===== src/rtl/quad_step_gen_if.sv =====
// Command channel of the quadrature step generator: a signed step count and an
// edge period, transferred with a valid/ready handshake.
interface quad_step_gen_if #(
    parameter int WIDTH = 22,
    parameter int DIV_W = 16
);
    logic             cmd_valid;
    logic             cmd_ready;
    logic [WIDTH-1:0] cmd_steps;
    logic [DIV_W-1:0] cmd_period;

    modport master (
        output cmd_valid,
        output cmd_steps,
        output cmd_period,
        input  cmd_ready
    );

    modport slave (
        input  cmd_valid,
        input  cmd_steps,
        input  cmd_period,
        output cmd_ready
    );
endinterface


===== src/rtl/quad_step_gen.sv =====
// Quadrature step generator: turns signed step commands into a glitch-free A/B
// Gray sequence at a programmable edge rate and tracks the decoded position.
module quad_step_gen #(
    parameter int WIDTH = 22,
    parameter int DIV_W = 16
) (
    input  logic             clk,
    input  logic             nrst,
    quad_step_gen_if.slave   cmd,
    input  logic             abort,
    output logic             quadA,
    output logic             quadB,
    output logic [WIDTH-1:0] position,
    output logic             busy,
    output logic             done
);

    typedef enum logic {IDLE, RUN} state_t;

    state_t           state_q, state_d;
    logic             a_q, a_d;
    logic             b_q, b_d;
    logic [WIDTH-1:0] pos_q, pos_d;
    logic             busy_q, busy_d;
    logic             done_q, done_d;
    logic             dir_q, dir_d;
    logic [WIDTH-1:0] rem_q, rem_d;
    logic [DIV_W-1:0] timer_q, timer_d;
    logic [DIV_W-1:0] per_q, per_d;

    logic             accept;
    logic [WIDTH-1:0] step_mag;
    logic [DIV_W-1:0] per_in;

    assign cmd.cmd_ready = (state_q == IDLE) & ~abort;
    assign accept        = cmd.cmd_valid & cmd.cmd_ready;
    // Unsigned magnitude: the most negative command maps onto 2^(WIDTH-1).
    assign step_mag      = cmd.cmd_steps[WIDTH-1] ? -cmd.cmd_steps : cmd.cmd_steps;
    assign per_in        = (cmd.cmd_period == '0) ? DIV_W'(1) : cmd.cmd_period;

    always_comb begin
        state_d = state_q;
        a_d     = a_q;
        b_d     = b_q;
        pos_d   = pos_q;
        busy_d  = busy_q;
        done_d  = 1'b0;
        dir_d   = dir_q;
        rem_d   = rem_q;
        timer_d = timer_q;
        per_d   = per_q;

        case (state_q)
            IDLE: begin
                if (accept) begin
                    if (cmd.cmd_steps == '0) begin
                        done_d = 1'b1;
                    end else begin
                        dir_d   = cmd.cmd_steps[WIDTH-1];
                        rem_d   = step_mag;
                        per_d   = per_in;
                        timer_d = per_in - DIV_W'(1);
                        busy_d  = 1'b1;
                        state_d = RUN;
                    end
                end
            end
            RUN: begin
                if (abort) begin
                    // Abort outranks a coincident edge; phase and position hold.
                    rem_d   = '0;
                    timer_d = '0;
                    busy_d  = 1'b0;
                    state_d = IDLE;
                end else if (timer_q == '0) begin
                    // Forward 00->10->11->01 is A'=~B, B'=A; reverse is the inverse.
                    a_d     = dir_q ? b_q : ~b_q;
                    b_d     = dir_q ? ~a_q : a_q;
                    pos_d   = pos_q + (dir_q ? {WIDTH{1'b1}} : WIDTH'(1));
                    rem_d   = rem_q - WIDTH'(1);
                    timer_d = per_q - DIV_W'(1);
                    if (rem_q == WIDTH'(1)) begin
                        busy_d  = 1'b0;
                        done_d  = 1'b1;
                        state_d = IDLE;
                    end
                end else begin
                    timer_d = timer_q - DIV_W'(1);
                end
            end
            default: state_d = IDLE;
        endcase
    end

    always_ff @(posedge clk or negedge nrst) begin
        if (!nrst) begin
            state_q <= IDLE;
            a_q     <= 1'b0;
            b_q     <= 1'b0;
            pos_q   <= '0;
            busy_q  <= 1'b0;
            done_q  <= 1'b0;
            dir_q   <= 1'b0;
            rem_q   <= '0;
            timer_q <= '0;
            per_q   <= '0;
        end else begin
            state_q <= state_d;
            a_q     <= a_d;
            b_q     <= b_d;
            pos_q   <= pos_d;
            busy_q  <= busy_d;
            done_q  <= done_d;
            dir_q   <= dir_d;
            rem_q   <= rem_d;
            timer_q <= timer_d;
            per_q   <= per_d;
        end
    end

    assign quadA    = a_q;
    assign quadB    = b_q;
    assign position = pos_q;
    assign busy     = busy_q;
    assign done     = done_q;

endmodule


===== src/flat_wrapper.sv =====
// flat-port wrapper written by rule: the top's interface ports become plain ports
module quad_step_gen_flat 
#(
    parameter int WIDTH = 22,
    parameter int DIV_W = 16
)
  (clk, nrst, abort, quadA, quadB, position, busy, done, cmd_cmd_valid, cmd_cmd_steps, cmd_cmd_period, cmd_cmd_ready);
  quad_step_gen_if #(.WIDTH(WIDTH), .DIV_W(DIV_W)) cmd_i ();
  input  logic clk;
  input  logic nrst;
  input  logic abort;
  output logic quadA;
  output logic quadB;
  output logic [WIDTH-1:0] position;
  output logic busy;
  output logic done;
  input wire logic [$bits(cmd_i.cmd_valid)-1:0] cmd_cmd_valid;
  input wire logic [$bits(cmd_i.cmd_steps)-1:0] cmd_cmd_steps;
  input wire logic [$bits(cmd_i.cmd_period)-1:0] cmd_cmd_period;
  output wire logic [$bits(cmd_i.cmd_ready)-1:0] cmd_cmd_ready;
  assign cmd_i.cmd_valid = cmd_cmd_valid;
  assign cmd_i.cmd_steps = cmd_cmd_steps;
  assign cmd_i.cmd_period = cmd_cmd_period;
  assign cmd_cmd_ready = cmd_i.cmd_ready;
  quad_step_gen #(.WIDTH(WIDTH), .DIV_W(DIV_W)) u_core (.clk(clk), .nrst(nrst), .cmd(cmd_i), .abort(abort), .quadA(quadA), .quadB(quadB), .position(position), .busy(busy), .done(done));
endmodule

===== config.mk =====
export PLATFORM = sky130hd
export DESIGN_NAME = quad_step_gen_flat
export DESIGN_NICKNAME = d
export VERILOG_FILES = /design/src/rtl/quad_step_gen_if.sv /design/src/rtl/quad_step_gen.sv /design/src/flat_wrapper.sv
export SDC_FILE = /design/constraint.sdc
export NUM_CORES = 1
export LEC_CHECK = 0
export ABC_AREA = 1
export ABC_CLOCK_PERIOD_IN_PS = 6100
export CAP_MARGIN = 20
export CELL_PAD_IN_SITES_DETAIL_PLACEMENT = 1
export CELL_PAD_IN_SITES_GLOBAL_PLACEMENT = 1
export CORE_MARGIN = 3
export CORE_UTILIZATION = 45
export CTS_CLUSTER_SIZE = 25
export DETAILED_ROUTE_END_ITERATION = 10
export PLACE_DENSITY_LB_ADDON = 0.1
export SLEW_MARGIN = 20
export SYNTH_ARGS = -nofsm -noshare
export SYNTH_HDL_FRONTEND = slang
export SYNTH_SLANG_ARGS = --single-unit

===== constraint.sdc =====
create_clock -name clk -period 6.1 [get_ports clk]
set_clock_uncertainty 0.15 [all_clocks]
set_input_delay 1.22 -clock clk [delete_from_list [all_inputs] [get_ports clk]]
set_output_delay 1.22 -clock clk [all_outputs]
set_load 0.1 [all_outputs]

==> metrics.cfg, run 1 <==
[outcome]
status=finished, final reports clean

[finish]
fillers=1968
syn_to_final_growth_pct=16.23
final_layout_size_suffix_gt1_frac=0.07005
nets=1148
n_antenna_cell=0
mostFrequentLayoutCells=nand2_1, nor2_1, inv_1, dfrtp_1, nand3_1
layout_commonest_cell=nand2_1

[critical_path]
crit_type=in2out
max_stage_delay_ns=1.14
crit_chain=clkdlybuf4s50_1 > nor2_1 > clkdlybuf4s50_1
crit_path_max_fanout=4
start_kind=input pin
arrival_ns=3.03
cp-end-kind=output pin
timing.critical_path.mode_cell=clkdlybuf4s50_1
crit_family=buffers and inverters
cpMaxStageDelayCell=clkdlybuf4s50_1
worstPathRequired_ns=4.73
path_buf_inv=2

[routing]
drt_pass1_iterations=5
via_per_inst=5.515
vias=6998
postRouteAntennaNets=0
routed_wl_mm=21.77
post_drt_wl_per_cell_um=17.15
drcViolationCount=0
drtIter0Drc=468

[grt]
gr-usage-all-layers=0.2710
first_global_vias=7240
grt_first_pass_wirelength_mm=36.40
grt_max_degree=46
grt_overflow=0
antenna_found_initial=1

[clock_tree]
clockBufferDepth=2
post_cts_buffers=0
clk_pin_slew_ns=0.07
cts_tree=yes
cts_root_buffer=clkbuf_16
cts_buffers=9
clock-sinks=82
hold_buffers=0
worstSkewPairLatency_ns=0.35
ctsResizeCount=0
htree_levels=3

[sta]
finalSetupTns_ns=0
rsz0062_at_grt=no
maxSlewHeadroom=0.3149
period_needed_ns=4.396
slew_violations=0
setup_slack_ns=1.704
final-setup-viol-count=0
holdWs_ns=0.3427
worst_pin_slew_ns=1.028
min_period_over_period=0.7207
hold_viol_final=0
max_freq_mhz=227.5

[logic_synthesis]
synth_nets=1090
synth_cells=1022
synth_cell_types=51
syn_area_per_cell_um2=6.632
syn-cell-area_um2=6778
ys_ff_latch=82
ys_warn_count=0
ys_seq_area_frac=0.3028

[pwr]
leakage_nw=3.818
peakVddDrop_v=0.0001544
power_density_nw_per_um2=280.1

[placed_design]
dp_hpwl_mm=16.34
place_congestion=0.9049
place_ws_ns=1.704
io_buffers=68

[die]
start_util=0.4628
die-area_um2=16570
die_y_um=128.7
rows=44
ios=69
chipWidth_um=128.7
core_area_um2=14640

[worst_hold_path]
hold_path_class=reg2reg

[flow_run]
drv_cap=0

-- worst register-to-register path, delay by kind of cell (launching register included) --
kind,cells,cell delay (ns)
and+or+nand+nor,4,0.64
adders and majority gates,1,0.45
xor gates and xnor gates,1,0.16
AOI/OAI and AO/OA,4,0.71
DFF,1,1.02
-- final timing paths --
check	startpoint	end	slack, ns	depth (start not counted)
setup / recovery	abort	cmd_cmd_ready	1.70	3
hold / removal	u_core.per_q[12]	u_core.per_q[12]	0.34	2
setup reg to reg	u_core.dir_q	u_core.position[15]	2.85	10
hold reg to reg	u_core.per_q[12]	u_core.per_q[12]	0.34	2
max in group asynchronous	nrst	u_core.rem_q[17]	4.07	2
min in group asynchronous	nrst	u_core.position[21]	0.71	1
-- final cells by class --
type | count | area (um^2) | area share
multi-input cells | 791 | 4099 | 0.5203
well taps | 184 | 230.2 | 0.02922
repair buffers | 72 | 708.2 | 0.08990
clock buffers | 11 | 242.7 | 0.03081
clock inverters | 5 | 77.57 | 0.009848
inverters | 124 | 467.9 | 0.05940
flip-flops and latches | 82 | 2052 | 0.2605
-- state kept, by name (all words and copies together) (netlist names) --
signal / count
u_core.busy: 1
u_core.dir_q: 1
u_core.done: 1
u_core.per_q: 16
u_core.position: 22
u_core.quadA: 1
u_core.quadB: 1
u_core.rem_q: 22
u_core.state_q: 1
u_core.timer_q: 16
-- metal layers --
metal  routed length [um]  track usage  vias up
li1                     -            -     3463
met1                10300       0.3790     3365
met2                10160       0.4482      140
met3                  954      0.03113       28
met4                  336      0.06856        2
met5                   13            0        -
-- report_power, final --
group / total (mW) / switching (mW) / leakage, nW / internal (mW)
sequential: 0.743 / 0.102 / 1.01 / 0.641
clock: 0.605 / 0.236 / 0.156 / 0.369
combinational: 0.859 / 0.580 / 2.65 / 0.279
total: 2.21 / 0.918 / 3.82 / 1.29
-- stage by stage --
stage	total power, mW	cell area (um^2)	utilization	cells
after floorplan	1.352	6778	-	1022
after global placement	1.564	7557	0.5161	1253
after detailed placement	1.597	7557	0.5161	1253
after CTS	2.209	7878	0.5379	1269
after global routing	2.359	7878	0.5379	1269
final	2.206	7878	0.5379	1269
-- logic make-up after synthesis --
group                      share of synthesized area
AOI/OAI and AO/OA                             0.1634
buffers and inverters                        0.09286
xor gates and xnor gates                     0.03877
muxes                                       0.001661
adders and majority gates                    0.04910
DFF                                           0.3028
and+or+nand+nor                               0.3515
-- synth_stat cells (all sizes together) --
cell type,instances,area [um^2]
nand2,278,1076
nor2,137,576.8
inv,123,464.2
o21ai,101,573.1
dfrtp,82,2052
nand3,81,415.4
a21oi,56,280.3
xor2,27,236.5
ha,25,312.8
buf,16,127.6
nor3,15,101.4
o22ai,13,81.33
nand4,10,68.81
clkbuf,9,33.78
nor4,9,56.30
o21bai,8,63.81
nand3b,7,56.30
a31oi,5,31.28
xnor2,3,26.28
a22oi,2,15.01
o211ai,2,15.01
o31ai,2,15.01
or2,2,12.52
a21o,1,7.510
a41oi,1,8.760
and2,1,6.260
clkinv,1,3.750
fa,1,20.02
mux2,1,11.26
nor3b,1,12.51
o21a,1,7.510
o32ai,1,8.760
Power figures use the tool's default switching activity.
==> run 2: changes to the inputs <==
--- a/config.mk
+++ b/config.mk
@@ -6,12 +6,12 @@
 export NUM_CORES = 1
 export LEC_CHECK = 0
 export ABC_AREA = 1
-export ABC_CLOCK_PERIOD_IN_PS = 6100
+export ABC_CLOCK_PERIOD_IN_PS = 3990
 export CAP_MARGIN = 20
 export CELL_PAD_IN_SITES_DETAIL_PLACEMENT = 1
 export CELL_PAD_IN_SITES_GLOBAL_PLACEMENT = 1
 export CORE_MARGIN = 3
-export CORE_UTILIZATION = 45
+export CORE_UTILIZATION = 38
 export CTS_CLUSTER_SIZE = 25
 export DETAILED_ROUTE_END_ITERATION = 10
 export PLACE_DENSITY_LB_ADDON = 0.1
==> constraint.sdc (replaced) <==
create_clock -name clk -period 3.99 [get_ports clk]
set_clock_uncertainty 0.15 [all_clocks]
set_input_delay 0.798 -clock clk [delete_from_list [all_inputs] [get_ports clk]]
set_output_delay 0.798 -clock clk [all_outputs]
set_load 0.1 [all_outputs]
==> metrics.cfg, run 2 (same netlist as run 1, synthesis figures left out) <==
[finish]
syn_to_final_growth_pct=17.56
final-seq-area_um2=2052  ; unchanged
final_layout_size_suffix_gt1_frac=0.07530  ; +0.005252
layout_commonest_cell=nand2_1
mostFrequentLayoutCells=nand2_1, nor2_1, inv_1, dfrtp_1, nand3_1
post-route-util=0.4591  ; -0.07888
fillers=2283  ; +16%
nets=1152  ; +0.35%
multiInputGateArea_um2=4099  ; unchanged
n_antenna_cell=0  ; unchanged

[die]
die_y_um=139.6  ; +8.4%
chipWidth_um=139.6  ; +8.4%
core_area_um2=17360  ; +19%
start_util=0.3905  ; -0.07233
rows=48  ; +9.1%
ios=69  ; unchanged
die-area_um2=19470  ; +18%

[critical_path]
reg2reg_from=u_core.dir_q
start_kind=input pin
worstPathRequired_ns=4.11  ; -0.62 ns
cp-end-kind=flop
arrival_ns=3.30  ; +0.27 ns
crit_path_max_fanout=5  ; +1
reg2reg_depth=9  ; -1
r2r_slack_ns=1.07  ; -1.78 ns
crit_type=in2reg
timing.rr.end=u_core.position[16]

[sta]
rsz0062_at_grt=no
worst_pin_slew_ns=0.9952  ; -0.03240 ns
slew_violations=0  ; unchanged
period_needed_ns=3.180
hold_viol_final=0  ; unchanged
setup_slack_ns=0.8103  ; -0.8933 ns
finalSetupTns_ns=0  ; unchanged
final-setup-viol-count=0  ; unchanged
maxSlewHeadroom=0.3345  ; +0.01952
max_freq_mhz=314.5
min_period_over_period=0.7969

[clock_tree]
clock-sinks=82  ; unchanged
cts_tree=yes
clockBufferDepth=2  ; unchanged
clk_pin_slew_ns=0.06  ; about the same
cts_buffers=9  ; unchanged
cts_root_buffer=clkbuf_16
worstSkewPairLatency_ns=0.35  ; about the same
hold_buffers=0  ; unchanged
ctsResizeCount=0  ; unchanged
post_cts_buffers=0  ; unchanged
htree_levels=3  ; unchanged

[grt]
grt.busiest_layer=met2
grt_use_met3=0.03058  ; -0.0005491
antenna_found_initial=1  ; unchanged
grt_max_degree=48  ; +4.3%
grt_overflow=0  ; unchanged
gr-usage-all-layers=0.2334  ; -0.03758
grtUsageMet1=0.3218  ; -0.05723
grt_first_pass_wirelength_mm=37.23  ; +2.3%
gr-usage-met2=0.3898  ; -0.05835
first_global_vias=7170  ; -0.97%

[pwr]
peakVddDrop_v=0.0002248  ; +46%
power_density_nw_per_um2=423.7  ; +51%
leakage_nw=3.849  ; +0.80%

[routing]
vias=6918  ; -1.1%
postRouteAntennaNets=0  ; unchanged
drtIter0Drc=328  ; -30%
via_per_inst=5.265  ; -4.5%
drcViolationCount=0  ; unchanged
post_drt_wl_per_cell_um=17.03  ; -0.73%
routed_wl_mm=22.37  ; +2.8%
drt_pass1_iterations=5  ; unchanged

[flow_run]
drv_cap=0  ; unchanged

[placed_design]
dp_hpwl_mm=17.01  ; +4.1%
io_buffers=68  ; unchanged
place_congestion=0.8539  ; -5.6%
place_ws_ns=0.4953  ; -1.209 ns

[worst_hold_path]
hold_path_class=in2async

[outcome]
status=finished, final reports clean

[run 2: changes by cell type in the layout (fill, tap and decap cells not counted), sizes merged]
| cell | change |
|---|---|
| buf | +5 |
| clkbuf | -1 |
| clkdlybuf4s50 | -1 |
| clkinv | +2 |
| clkinvlp | -1 |
[run 2: routing by layer]
| layer | vias up | share of wire |
|---|---|---|
| li1 | 3476 | - |
| met1 | 3302 | 0.49 |
| met2 | 114 | 0.47 |
| met3 | 24 | 0.028 |
| met4 | 2 | 0.015 |
| met5 | - | 0.00054 |
[run 2: critical path, cell delays in order]
cell	delay (ns)
clkdlybuf4s50_1	0.57
nor2_1	0.11
nand2_1	0.10
nor2_1	0.05
nand3_1	0.09
nand2_1	0.11
inv_1	0.12
ha_1	0.16
inv_1	0.06
nor2_1	0.16
nand2_1	0.10
inv_1	0.12
nand4_1	0.17
nor2_1	0.16
xor2_1	0.16
o21ai_0	0.09
a21oi_1	0.17
[run 2: power breakdown]
part / leakage [nW] / switching, mW / internal (mW)
sequential: 1.01 / 0.150 / 0.979
combinational: 2.67 / 0.882 / 0.432
clock: 0.162 / 0.371 / 0.562
total: 3.85 / 1.40 / 1.97
[run 2: area by class of cell]
type	count	area share
multi-input cells	791	0.5144
repair buffers	76	0.09391
inverters	124	0.05873
clock inverters	6	0.01005
well taps	225	0.03533
flip-flops and latches	82	0.2575
clock buffers	10	0.02999
[run 2: how the worst max path moves through the flow]
stage                 startpoint                  to  slack (ns)  cells after the start
2_1_floorplan     u_core.state_q       cmd_cmd_ready        0.98                      3
3_3_place_gp   cmd_cmd_period[9]  u_core.timer_q[14]        0.67                     17
3_5_place_dp   cmd_cmd_period[6]  u_core.timer_q[14]        0.50                     17
4_1_cts        cmd_cmd_period[6]  u_core.timer_q[14]        0.85                     17
5_1_grt        cmd_cmd_period[6]  u_core.timer_q[14]        0.53                     17
6_report       cmd_cmd_period[6]  u_core.timer_q[14]        0.81                     17
[run 2: through the flow]
stage	area (um^2)	power, mW	std cells	hold WS (ns)
after floorplan	6778	2.067	1022	0.2995
after global placement	7649	2.424	1298	0.3186
after detailed placement	7649	2.454	1298	0.3160
after CTS	7968	3.404	1314	0.2857
after global routing	7968	3.619	1314	0.3047
final	7968	3.376	1314	0.2680
